<file path="src/rtl/bram_fifo_ctrl.sv">
// bram_fifo_ctrl: turns an external simple dual-port block RAM with a
// registered, 1-cycle-latency read port into a first-word-fall-through FIFO.
// The head word lives on the RAM output register; the RAM holds the rest.
//
// Ports:
//   CLK, RST        clock, synchronous active-high reset
//   FLUSH           synchronous clear of FIFO state (no write/read that cycle)
//   S_DATA/S_VALID/S_READY   producer handshake
//   M_DATA/M_VALID/M_READY   consumer handshake (M_DATA wired from RAM_DOUT)
//   RAM_COUNT       words in RAM with no read issued yet
//   ALMOST_FULL     RAM_COUNT >= ALMOST_FULL_TH
//   RAM_WR_PTR_EN/RAM_WR_EN/RAM_WR_PTR/RAM_DIN   RAM write port
//   RAM_RD_EN/RAM_RD_PTR/RAM_DOUT                RAM read port
module bram_fifo_ctrl #(
  parameter int unsigned DATA_WIDTH     = 72,
  parameter int unsigned PTR_WIDTH      = 3,
  parameter int unsigned ALMOST_FULL_TH = 6
) (
  input  logic                  CLK,
  input  logic                  RST,
  input  logic                  FLUSH,
  input  logic [DATA_WIDTH-1:0] S_DATA,
  input  logic                  S_VALID,
  output logic                  S_READY,
  output logic [DATA_WIDTH-1:0] M_DATA,
  output logic                  M_VALID,
  input  logic                  M_READY,
  output logic [PTR_WIDTH:0]    RAM_COUNT,
  output logic                  ALMOST_FULL,
  output logic                  RAM_WR_PTR_EN,
  output logic                  RAM_WR_EN,
  output logic [PTR_WIDTH-1:0]  RAM_WR_PTR,
  output logic [DATA_WIDTH-1:0] RAM_DIN,
  output logic                  RAM_RD_EN,
  output logic [PTR_WIDTH-1:0]  RAM_RD_PTR,
  input  logic [DATA_WIDTH-1:0] RAM_DOUT
);

  localparam int unsigned CNT_WIDTH = PTR_WIDTH + 1;
  localparam int unsigned DEPTH     = 2 ** PTR_WIDTH;

  logic [PTR_WIDTH-1:0] wr_ptr_q, wr_ptr_d;
  logic [PTR_WIDTH-1:0] rd_ptr_q, rd_ptr_d;
  logic [CNT_WIDTH-1:0] count_q, count_d;
  logic                 m_valid_q, m_valid_d;
  logic                 accept;
  logic                 issue;
  logic                 pop;

  // State registers
  always_ff @(posedge CLK) begin
    if (RST) begin
      wr_ptr_q  <= '0;
      rd_ptr_q  <= '0;
      count_q   <= '0;
      m_valid_q <= 1'b0;
    end else begin
      wr_ptr_q  <= wr_ptr_d;
      rd_ptr_q  <= rd_ptr_d;
      count_q   <= count_d;
      m_valid_q <= m_valid_d;
    end
  end

  // Handshake decode and next-state
  always_comb begin
    wr_ptr_d  = wr_ptr_q;
    rd_ptr_d  = rd_ptr_q;
    count_d   = count_q;
    m_valid_d = m_valid_q;

    S_READY = !RST && (count_q != CNT_WIDTH'(DEPTH));
    accept  = S_VALID && S_READY && !FLUSH;
    pop     = m_valid_q && M_READY;
    // A read only targets words whose write edge has already passed, so
    // the RAM never sees a same-address read/write in one cycle.
    issue   = !RST && !FLUSH && (count_q != '0) && (!m_valid_q || M_READY);

    if (FLUSH) begin
      wr_ptr_d  = '0;
      rd_ptr_d  = '0;
      count_d   = '0;
      m_valid_d = 1'b0;
    end else begin
      if (accept) wr_ptr_d = wr_ptr_q + PTR_WIDTH'(1);
      if (issue)  rd_ptr_d = rd_ptr_q + PTR_WIDTH'(1);
      count_d = count_q + CNT_WIDTH'(accept) - CNT_WIDTH'(issue);
      // A fresh read refills the output register even as the old head pops.
      if (issue)    m_valid_d = 1'b1;
      else if (pop) m_valid_d = 1'b0;
    end
  end

  assign RAM_WR_PTR_EN = accept;
  assign RAM_WR_EN     = accept;
  assign RAM_WR_PTR    = wr_ptr_q;
  assign RAM_DIN       = S_DATA;
  assign RAM_RD_EN     = issue;
  assign RAM_RD_PTR    = rd_ptr_q;
  assign M_DATA        = RAM_DOUT;
  assign M_VALID       = m_valid_q;
  assign RAM_COUNT     = count_q;
  assign ALMOST_FULL   = (count_q >= CNT_WIDTH'(ALMOST_FULL_TH));

endmodule
</file>
<file path="config.mk">
export PLATFORM = sky130hd
export DESIGN_NAME = bram_fifo_ctrl
export DESIGN_NICKNAME = d
export VERILOG_FILES = /design/src/rtl/bram_fifo_ctrl.sv
export SDC_FILE = /design/constraint.sdc
export NUM_CORES = 1
export LEC_CHECK = 0
export BUFFER_PORTS_ARGS = -buffer_cell sky130_fd_sc_hd__buf_2
export CAP_MARGIN = 10
export CORE_AREA = 4 4 117 119
export CTS_BUF_LIST = sky130_fd_sc_hd__clkbuf_2 sky130_fd_sc_hd__clkbuf_4 sky130_fd_sc_hd__clkbuf_8
export DETAILED_ROUTE_END_ITERATION = 10
export DIE_AREA = 0 0 121 123
export GPL_ROUTABILITY_DRIVEN = 0
export PLACE_DENSITY = 0.44
export SLEW_MARGIN = 20
export SYNTH_ARGS = -nofsm -noshare
export SYNTH_HDL_FRONTEND = slang
export SYNTH_SLANG_ARGS = --single-unit
</file>
<file path="constraint.sdc">
create_clock -name CLK -period 2.6 [get_ports CLK]
set_input_delay 0 -clock CLK [delete_from_list [all_inputs] [get_ports CLK]]
set_output_delay 0 -clock CLK [all_outputs]
set_load 0.05 [all_outputs]
</file>
; Word-level counts from Yosys, hierarchy flattened
; Index checks and enable logic that the tools add are counted.
[op_classes]
addsub = 4
magnitude_cmp = 1
eq_ne = 1
mux = 2
n_reduce_logical = 14
[ops]
columns = cell, count
row1 = logical AND 1 bit, 7
row2 = adder 3 x 1 -> 3 bit (second input constant), 2
row3 = adder 4 x 1 -> 4 bit, 1
row4 = >= comparator 4 x 3 -> 1 bit (second input constant), 1
row5 = inequality test 4 bit (second input constant), 1
row6 = nonzero test 4 bit, 1
row7 = subtractor 4 x 1 -> 4 bit, 1
row8 = logical NOT 1 bit, 3
row9 = 2-to-1 mux 1 bit, 2
row10 = nonzero test 2 bit, 1
row11 = OR reduction 2 bit, 1
row12 = logical OR 1 bit, 1
[word_totals]
regBits = 11
input_bits = 149
out_inout_bits = 160
elab_cells = 26

; Depth between registers and ports, before layout
; Gate-level depths: netlist of run 1.
[depth]
depth_word = 6
depth_mapped = 10
ltp_nobuf = 10

; Worst setup path before layout of run 1
; OpenSTA, ideal clock, no wires.
[synth_path]
path_type = reg2reg
startpoint = reg count_q[2] (netlist: RAM_COUNT[2])
endpoint = reg count_q[1] (netlist: RAM_COUNT[1])
setup_time_ns = 0.115
arrival_time_ns = 3.513
required_ns = 2.485
setup_slack_ns = -1.028
stages_incl_launch_ff = 10
n_path_buf = 0
synth_period_minus_slack_ns = 3.628
path_cell_list = dfxtp_1 inv_1 ha_1 nor3b_2 nor3_1 ha_1 inv_1 ha_1 fa_1 and2_1
[synth_via]
elab_cells_between_ends = 9
classes_between = add/sub: 2 / eq/ne: 1 / reduce/logical: 6
[synth_lines]
columns = element, line
row1 = start: declaration, 44  ; logic [CNT_WIDTH-1:0] count_q, count_d;
row2 = start signal: assignment, 60  ; count_q <= count_d;
row3 = nonzero test 4 bit, 77  ; issue = !RST && !FLUSH && (count_q != '0) && (!m_valid_q || M_READY);
row4 = logical AND 1 bit (2 in a row), 77
row5 = net RAM_RD_EN, 34  ; output logic RAM_RD_EN,
row6 = subtractor 4 x 1 -> 4 bit, 87  ; count_d = count_q + CNT_WIDTH'(accept) - CNT_WIDTH'(issue);
; The timed path passes the listed nets, and every way through them passes these cells.
; A chain may end at the register's enable or synchronous reset.

; Worst setup path after layout of run 1
[layout_path]
startpoint = reg count_q[2] (netlist: RAM_COUNT[2])
endpoint = reg count_q[2] (netlist: RAM_COUNT[2])
[layout_via]
elab_chain_cells = 6
elab_cells_between_ends = 9
classes_between = add/sub: 2 / eq/ne: 1 / reduce/logical: 6
[layout_rtl]
columns = element, line
row1 = inequality test 4 bit, 72  ; S_READY = !RST && (count_q != CNT_WIDTH'(DEPTH));
row2 = logical AND 1 bit, 72
row3 = logical AND 1 bit (2 in a row), 73  ; accept = S_VALID && S_READY && !FLUSH;
row4 = adder 4 x 1 -> 4 bit, 87
row5 = subtractor 4 x 1 -> 4 bit *, 87
; Every way passes the cells marked *; elsewhere a longest branch is shown, timed or not.

==> run_results.csv, run 1 <==
group,metric,value,unit
power_and_ir_drop,power_per_cell_area,425.6,nW/um^2
setup_path,crit_path_frequent_cell,"sky130_fd_sc_hd__ha_1",
sta,setup_viol,0,
synthesis,post-synth-top-count-cell,"sky130_fd_sc_hd__buf_4",
clocking,post_cts_hold_buffer_count,0,
synthesis,ys_seq_area_frac,0.1276,
sta,timing.final.max_slew_violations,0,
clocking,path_clk_slew,50,ps
status,outcome,"complete, no violations",
setup_path,r2r_slack,290,ps
sta,headroom_to_the_max_slew_limit,0.6755,
sta,post-route-min-period,2313,ps
grt,antenna_found_initial,0,
clocking,ctsHtreeMaxLevel,1,
min_path,min-delay-start,"S_DATA[22]",
detailed_routing,dr_wl_met3,628,um
floorplanning,die_width,121,um
final_layout,fillers,1471,
min_path,min_path_type,"in -> out",
detailed_routing,drt-pass1-iter-count,4,
placement,place.detailed.hpwl,3.043,mm
setup_path,worstPathArrival,2430,ps
grt,grt_remaining_overflow,0,
power_and_ir_drop,ir_worst_vdd,0.0001092,V
placement,dpl_cell_area,974.7,um^2
clocking,worst_skew_pair.late_latency,240,ps
grt,grtUsageTotal,0.04583,
synthesis,synthTopCellsByArea,"sky130_fd_sc_hd__buf_4 (63%), sky130_fd_sc_hd__dfxtp_1 (13%), sky130_fd_sc_hd__ha_1 (6.5%)",
floorplanning,placement_rows,41,
final_layout,design_area,1023,um^2
setup_path,data_required_critical_path,2720,ps
sta,finalClockSkew,2.846,ps
final_layout,number_of_antenna_diodes,0,
min_path,min_to,"RAM_DIN[22]",
sta,crit_share_post_route,0.8897,
clocking,cts.root.buffer_cell,"sky130_fd_sc_hd__clkbuf_8",
placement,place.port_buffers,20,
sta,timing.setup.tns,0,ps
sta,final_hold_viol_count,0,
setup_path,reg2reg_depth,10,
min_path,min_path_cells,0,
clocking,inserted_clock_buffers,3,
setup_path,timing.setup.critical_path_class,"reg -> reg",
sta,worst_pin_slew,484.6,ps
floorplanning,dieArea,14880,um^2
final_layout,layout_stage_area_growth_over_the_synthesis_result,-40.68,%
detailed_routing,mean_routed_wirelength_per_cell,13.39,um
setup_path,worst_setup_path_end_kind,"flip-flop",
detailed_routing,drtIter0Drc,25,
setup_path,path_max_fanout,7,
synthesis,yosysTopAreaCell,"sky130_fd_sc_hd__buf_4",
detailed_routing,vias_per_cell,2.847,
synthesis,netlist.area_leader.share,0.6309,
setup_path,r2r_start,"RAM_COUNT[2]",
synthesis,async_reset_ff_frac,0,
final_layout,drive_gt1_frac,0.3229,
detailed_routing,routed.top_layer,"met4",
clocking,post_cts_resized,0,
setup_path,slowest_delay,420,ps
setup_path,cell_by_cell_trace_of_the_critical_path,"inv_1 > ha_1 > nor3b_2 > nor3_4 > ha_1 > inv_1 > ha_1 > fa_1 > xnor2_1 > nor2_1",
synthesis,post_synth_inst_count,217,
synthesis,synth_area,1725,um^2
detailed_routing,wire_length_reported_by_the_detailed_router,3.589,mm
grt,grt_first_pass_wirelength,4.926,mm
sta,max_freq,432.3,MHz
detailed_routing,vias,763,
final_layout,final_net_count,256,
floorplanning,design.portCount,309,
synthesis,netlist-cell-type-count,25,
setup_path,family_with_the_most_delay_on_the_worst_path,"adder cells",
detailed_routing,remaining_design_rule_violation_count,0,
job,maxCapViolCount,0,
power_and_ir_drop,leakagePower,0.4025,nW
floorplanning,die_extent_in_y,123,um
synthesis,synth-main-ff-cell,"sky130_fd_sc_hd__dfxtp_1",
detailed_routing,detailroute.wirelength.met2,1.385,mm
grt,grt_max_degree,9,
setup_path,rr_endpoint,"RAM_COUNT[2]",
placement,dpl.cell_count,264,
final_layout,finish.cell_count_without_fillers,268,
clocking,clock_tree.buffer_depth,2,
synthesis,synth.cells.most_frequent,"sky130_fd_sc_hd__buf_4 (145), sky130_fd_sc_hd__dfxtp_1 (11), sky130_fd_sc_hd__ha_1 (9)",
clocking,clock_tree_from_tritoncts,"built",
floorplanning,initial_core_util,0.1373,
setup_path,cp-start-kind,"flip-flop",
synthesis,yosys_register_bits,11,
synthesis,synthesis.nets,376,
detailed_routing,final_antenna_net_count,0,
floorplanning,placeableCoreArea,12570,um^2
clocking,postCtsSetupRepairBufs,0,
setup_path,worst_path_max_delay_cell,"sky130_fd_sc_hd__nor3b_2",
synthesis,synthesis.area_per_instance,7.951,um^2
synthesis,synth-edff-count,0,
detailed_routing,detail_route.wirelength.met1,1.016,mm
sta,grt_setup_unrepaired,"no",
clocking,numClockSinks,11,
setup_path,timing.critical_path.buf_inv,2,
synthesis,synth_warnings,0,
grt,first_global_vias,764,
[state kept, by name (all words and copies together) (netlist names)]
| signal | cells |
|---|---|
| RAM_WR_PTR | 3 |
| RAM_COUNT | 4 |
| M_VALID | 1 |
| RAM_RD_PTR | 3 |
[area by class of cell]
cell class / count / area, um^2 / area share
inverter: 8 / 31.28 / 0.03056
sequential: 11 / 227.7 / 0.2225
timing repair buffer: 21 / 107.6 / 0.1051
clock buffer: 4 / 48.80 / 0.04768
multi-input combinational: 52 / 392.9 / 0.3839
tap: 172 / 215.2 / 0.2103
[how the worst max path moves through the flow]
stage / start / endpoint / depth (start not counted)
after floorplan: RAM_COUNT[1] / RAM_COUNT[1] / 7
after global placement: RAM_COUNT[2] / RAM_COUNT[2] / 10
after detailed placement: RAM_COUNT[2] / RAM_COUNT[2] / 10
after CTS: RAM_COUNT[2] / RAM_COUNT[2] / 10
after global routing: RAM_COUNT[2] / RAM_COUNT[2] / 10
final: RAM_COUNT[2] / RAM_COUNT[2] / 10
[cells in the final DEF (no fill, tap or decap), drive strengths merged, types with 2 or more instances in the layout]
cell type | Yosys | final
mux2i | 2 | 2
dfxtp | 11 | 11
nand2 | 6 | 6
inv | 7 | 7
o21ai | 4 | 4
or3 | 4 | 4
nor2 | 4 | 4
clkbuf | 1 | 4
nor3b | 2 | 2
and2 | 2 | 2
a21oi | 7 | 7
ha | 9 | 9
buf | 145 | 21
nand3 | 2 | 2
[report_power, final]
part / switching (W) / internal [W]
logic: 0.0000531 / 0.0000220
clock network: 0.0000667 / 0.000118
registers: 0.00000405 / 0.000171
[through the flow]
| stage | hold WS, ps | util | total power [W] | setup WS (ps) |
|---|---|---|---|---|
| after floorplan | 160.2 | - | 0.0008307 | 40.24 |
| after global routing | 0.07181 | 0.08143 | 0.0004603 | 14.58 |
| final | 0.01758 | 0.08143 | 0.0004356 | 286.9 |
| after CTS | 0.3409 | 0.08143 | 0.0004441 | 264.4 |
| after detailed placement | 0.3409 | 0.07755 | 0.0002553 | 308.7 |
| after global placement | 0.3409 | 0.07755 | 0.0002551 | 363.2 |
[metal layers]
metal / track usage / up-vias
met5: 0 / -
met4: 0.06870 / 0
met3: 0.03156 / 70
met2: 0.05870 / 87
met1: 0.03889 / 312
li1: - / 294
[cell families (layout without fill, tap and decap cells)]
family,count (synthesis),count (layout),share of synthesized area
DFF,11,11,0.1276
buffers and inverters,154,33,0.6512
xor gates and xnor gates,1,1,0.005077
and+or+nand+nor,26,26,0.08702
AOI/OAI and AO/OA,13,13,0.04061
muxes,2,2,0.01160
adders and majority gates,10,10,0.07687
Power figures use the tool's default switching activity.
==> run 2: changes to the inputs <==
--- a/config.mk
+++ b/config.mk
@@ -12,6 +12,7 @@
 export DETAILED_ROUTE_END_ITERATION = 10
 export DIE_AREA = 0 0 121 123
 export GPL_ROUTABILITY_DRIVEN = 0
+export GPL_TIMING_DRIVEN = 0
 export PLACE_DENSITY = 0.44
 export SLEW_MARGIN = 20
 export SYNTH_ARGS = -nofsm -noshare
==> constraint.sdc (replaced) <==
create_clock -name CLK -period 2.25 [get_ports CLK]
set_input_delay 0 -clock CLK [delete_from_list [all_inputs] [get_ports CLK]]
set_output_delay 0 -clock CLK [all_outputs]
set_load 0.05 [all_outputs]
==> run_results.csv, run 2 (synthesis gave the netlist of run 1 again) <==
group,metric,value,unit
placement,dpl.cell_count,553,
placement,place.port_buffers,164,
sta,headroom_to_the_max_slew_limit,0.6740,
final_layout,final_net_count,546,
placement,place.detailed.hpwl,5.426,mm
floorplanning,design.portCount,309,
floorplanning,die_extent_in_y,123,um
placement,dpl_cell_area,2795,um^2
detailed_routing,wire_length_reported_by_the_detailed_router,5.849,mm
power_and_ir_drop,share_seq_of_total_power,0.154,
sta,post-route-min-period,2163,ps
grt,grt_max_degree,9,
sta,finalClockSkew,6.855,ps
floorplanning,placeableCoreArea,12570,um^2
grt,grt_remaining_overflow,0,
grt,grtUsageTotal,0.06067,
sta,final_hold_viol_count,0,
clocking,numClockSinks,11,
power_and_ir_drop,ir_worst_vdd,0.0001778,V
detailed_routing,vias,1749,
status,outcome,"complete, no violations",
sta,timing.setup.tns,0,ps
final_layout,final_util,0.2294,
power_and_ir_drop,comb_power_share,0.680,
setup_path,worst_setup_path_end_kind,"flip-flop",
setup_path,timing.setup.critical_path_class,"reg -> reg",
floorplanning,initial_core_util,0.1373,
clocking,cts.root.buffer_cell,"sky130_fd_sc_hd__clkbuf_8",
power_and_ir_drop,intPower,0.0006112,W
floorplanning,dieArea,14880,um^2
clocking,path_clk_slew,60,ps
power_and_ir_drop,relative_contribution_of_the_clock_network_to_total_power,0.166,
min_path,min_to,"M_VALID",
setup_path,path_max_fanout,3,
power_and_ir_drop,finalPower,0.001320,W
setup_path,worstPathArrival,2300,ps
grt,antenna_found_initial,0,
setup_path,r2r_start,"RAM_COUNT[2]",
power_and_ir_drop,power_per_cell_area,458.0,nW/um^2
clocking,clock_tree_from_tritoncts,"built",
sta,setup_viol,0,
grt,first_global_vias,1600,
detailed_routing,drtIter0Drc,26,
detailed_routing,mean_routed_wirelength_per_cell,10.48,um
sta,crit_share_post_route,0.9612,
final_layout,drive_gt1_frac,0.8575,
floorplanning,placement_rows,41,
sta,worst_pin_slew,488.0,ps
clocking,ctsHtreeMaxLevel,1,
final_layout,largest_register_ff_count,4,
detailed_routing,final_antenna_net_count,0,
grt,grt_first_pass_wirelength,7.293,mm
setup_path,cell_by_cell_trace_of_the_critical_path,"inv_2 > ha_4 > or3b_4 > nand3_4 > ha_1 > inv_1 > ha_2 > fa_1 > and2_1",
clocking,clock_tree.buffer_depth,2,
setup_path,rr_endpoint,"RAM_COUNT[1]",
final_layout,final_cell_mix,"sky130_fd_sc_hd__buf_2 (164), sky130_fd_sc_hd__buf_4 (146)",
setup_path,reg2reg_depth,9,
sta,max_freq,462.4,MHz
final_layout,design_area,2883,um^2
detailed_routing,vias_per_cell,3.134,
power_and_ir_drop,power.net_switching,0.0007091,W
min_path,min_path_cells,3,
detailed_routing,drt-pass1-iter-count,6,
min_path,min-delay-start,"M_READY",
final_layout,layout_stage_area_growth_over_the_synthesis_result,67.08,%
sta,timing.final.max_slew_violations,0,
clocking,worst_skew_pair.late_latency,240,ps
setup_path,cp-start-kind,"flip-flop",
min_path,min_path_type,"in -> reg",
setup_path,slowest_delay,390,ps
detailed_routing,remaining_design_rule_violation_count,0,
job,maxCapViolCount,0,
setup_path,r2r_slack,90,ps
floorplanning,die_width,121,um
final_layout,layout.cells.most_common,"sky130_fd_sc_hd__buf_2",
clocking,inserted_clock_buffers,3,
final_layout,finish.cell_count_without_fillers,558,
final_layout,number_of_antenna_diodes,0,
setup_path,data_required_critical_path,2390,ps
power_and_ir_drop,leakagePower,1.675,nW
setup_path,worst_path_max_delay_cell,"sky130_fd_sc_hd__or3b_4",
power_and_ir_drop,sw_frac_of_total,0.5371,
==> run 2: layout make-up <==
class,count,area [um^2]
Multi-Input combinational cell,52,435.4
Timing Repair Buffer,165,828.3
Inverter,8,31.28
Clock buffer,4,48.80
Sequential cell,11,231.5
Buffer,146,1092
Fill cell,1394,9686
Tap cell,172,215.2
==> run 2: worst max path at each step <==
stage	from	end	slack [ps]	cells past startpoint
3_3_place_gp	RAM_COUNT[2]	RAM_COUNT[2]	50	10
3_5_place_dp	RAM_COUNT[2]	RAM_COUNT[2]	40	10
4_1_cts	RAM_COUNT[2]	RAM_COUNT[1]	30	9
6_report	RAM_COUNT[2]	RAM_COUNT[1]	90	9
2_1_floorplan	RAM_COUNT[2]	RAM_COUNT[1]	-210	9
5_1_grt	RAM_COUNT[2]	RAM_COUNT[3]	-10	10
==> run 2: what timing repair did <==
action | in CTS | in global routing
hold buffers | 0 | 0
setup buffers | 0 | 1
setup endpoints to repair | 0 | 3
resized for setup | 0 | 6
==> run 2: through the flow <==
step	setup slack (ps)	hold slack [ps]
after detailed placement	38.04	289.5
after global routing	-9.848	60.75
after CTS	26.98	35.87
final	87.31	43.82
after floorplan	-210.2	160.2
after global placement	46.71	285.7
==> run 2: worst max-delay path: cells and delay by family (launching register included) <==
family | cells | cell delay [ps]
adders and majority gates | 4 | 920
buffers and inverters | 2 | 150
DFF | 1 | 360
and+or+nand+nor | 3 | 630
==> run 2: power by group through the flow <==
stage | clock network [W] | logic, W | registers [W]
after floorplan | 0 | 0.000740 | 0.000223
after detailed placement | 0 | 0.000900 | 0.000208
after CTS | 0.000228 | 0.000900 | 0.000204
after global placement | 0 | 0.000898 | 0.000208
final | 0.000219 | 0.000898 | 0.000204
after global routing | 0.000236 | 0.000936 | 0.000205
==> run 2: layer usage <==
layer	track usage	vias up	share of wire
met5	0	-	0
met2	0.1177	166	0.54
met1	0.06163	709	0.29
met3	0.02699	2	0.16
met4	0.006374	0	0.0014
li1	-	872	-
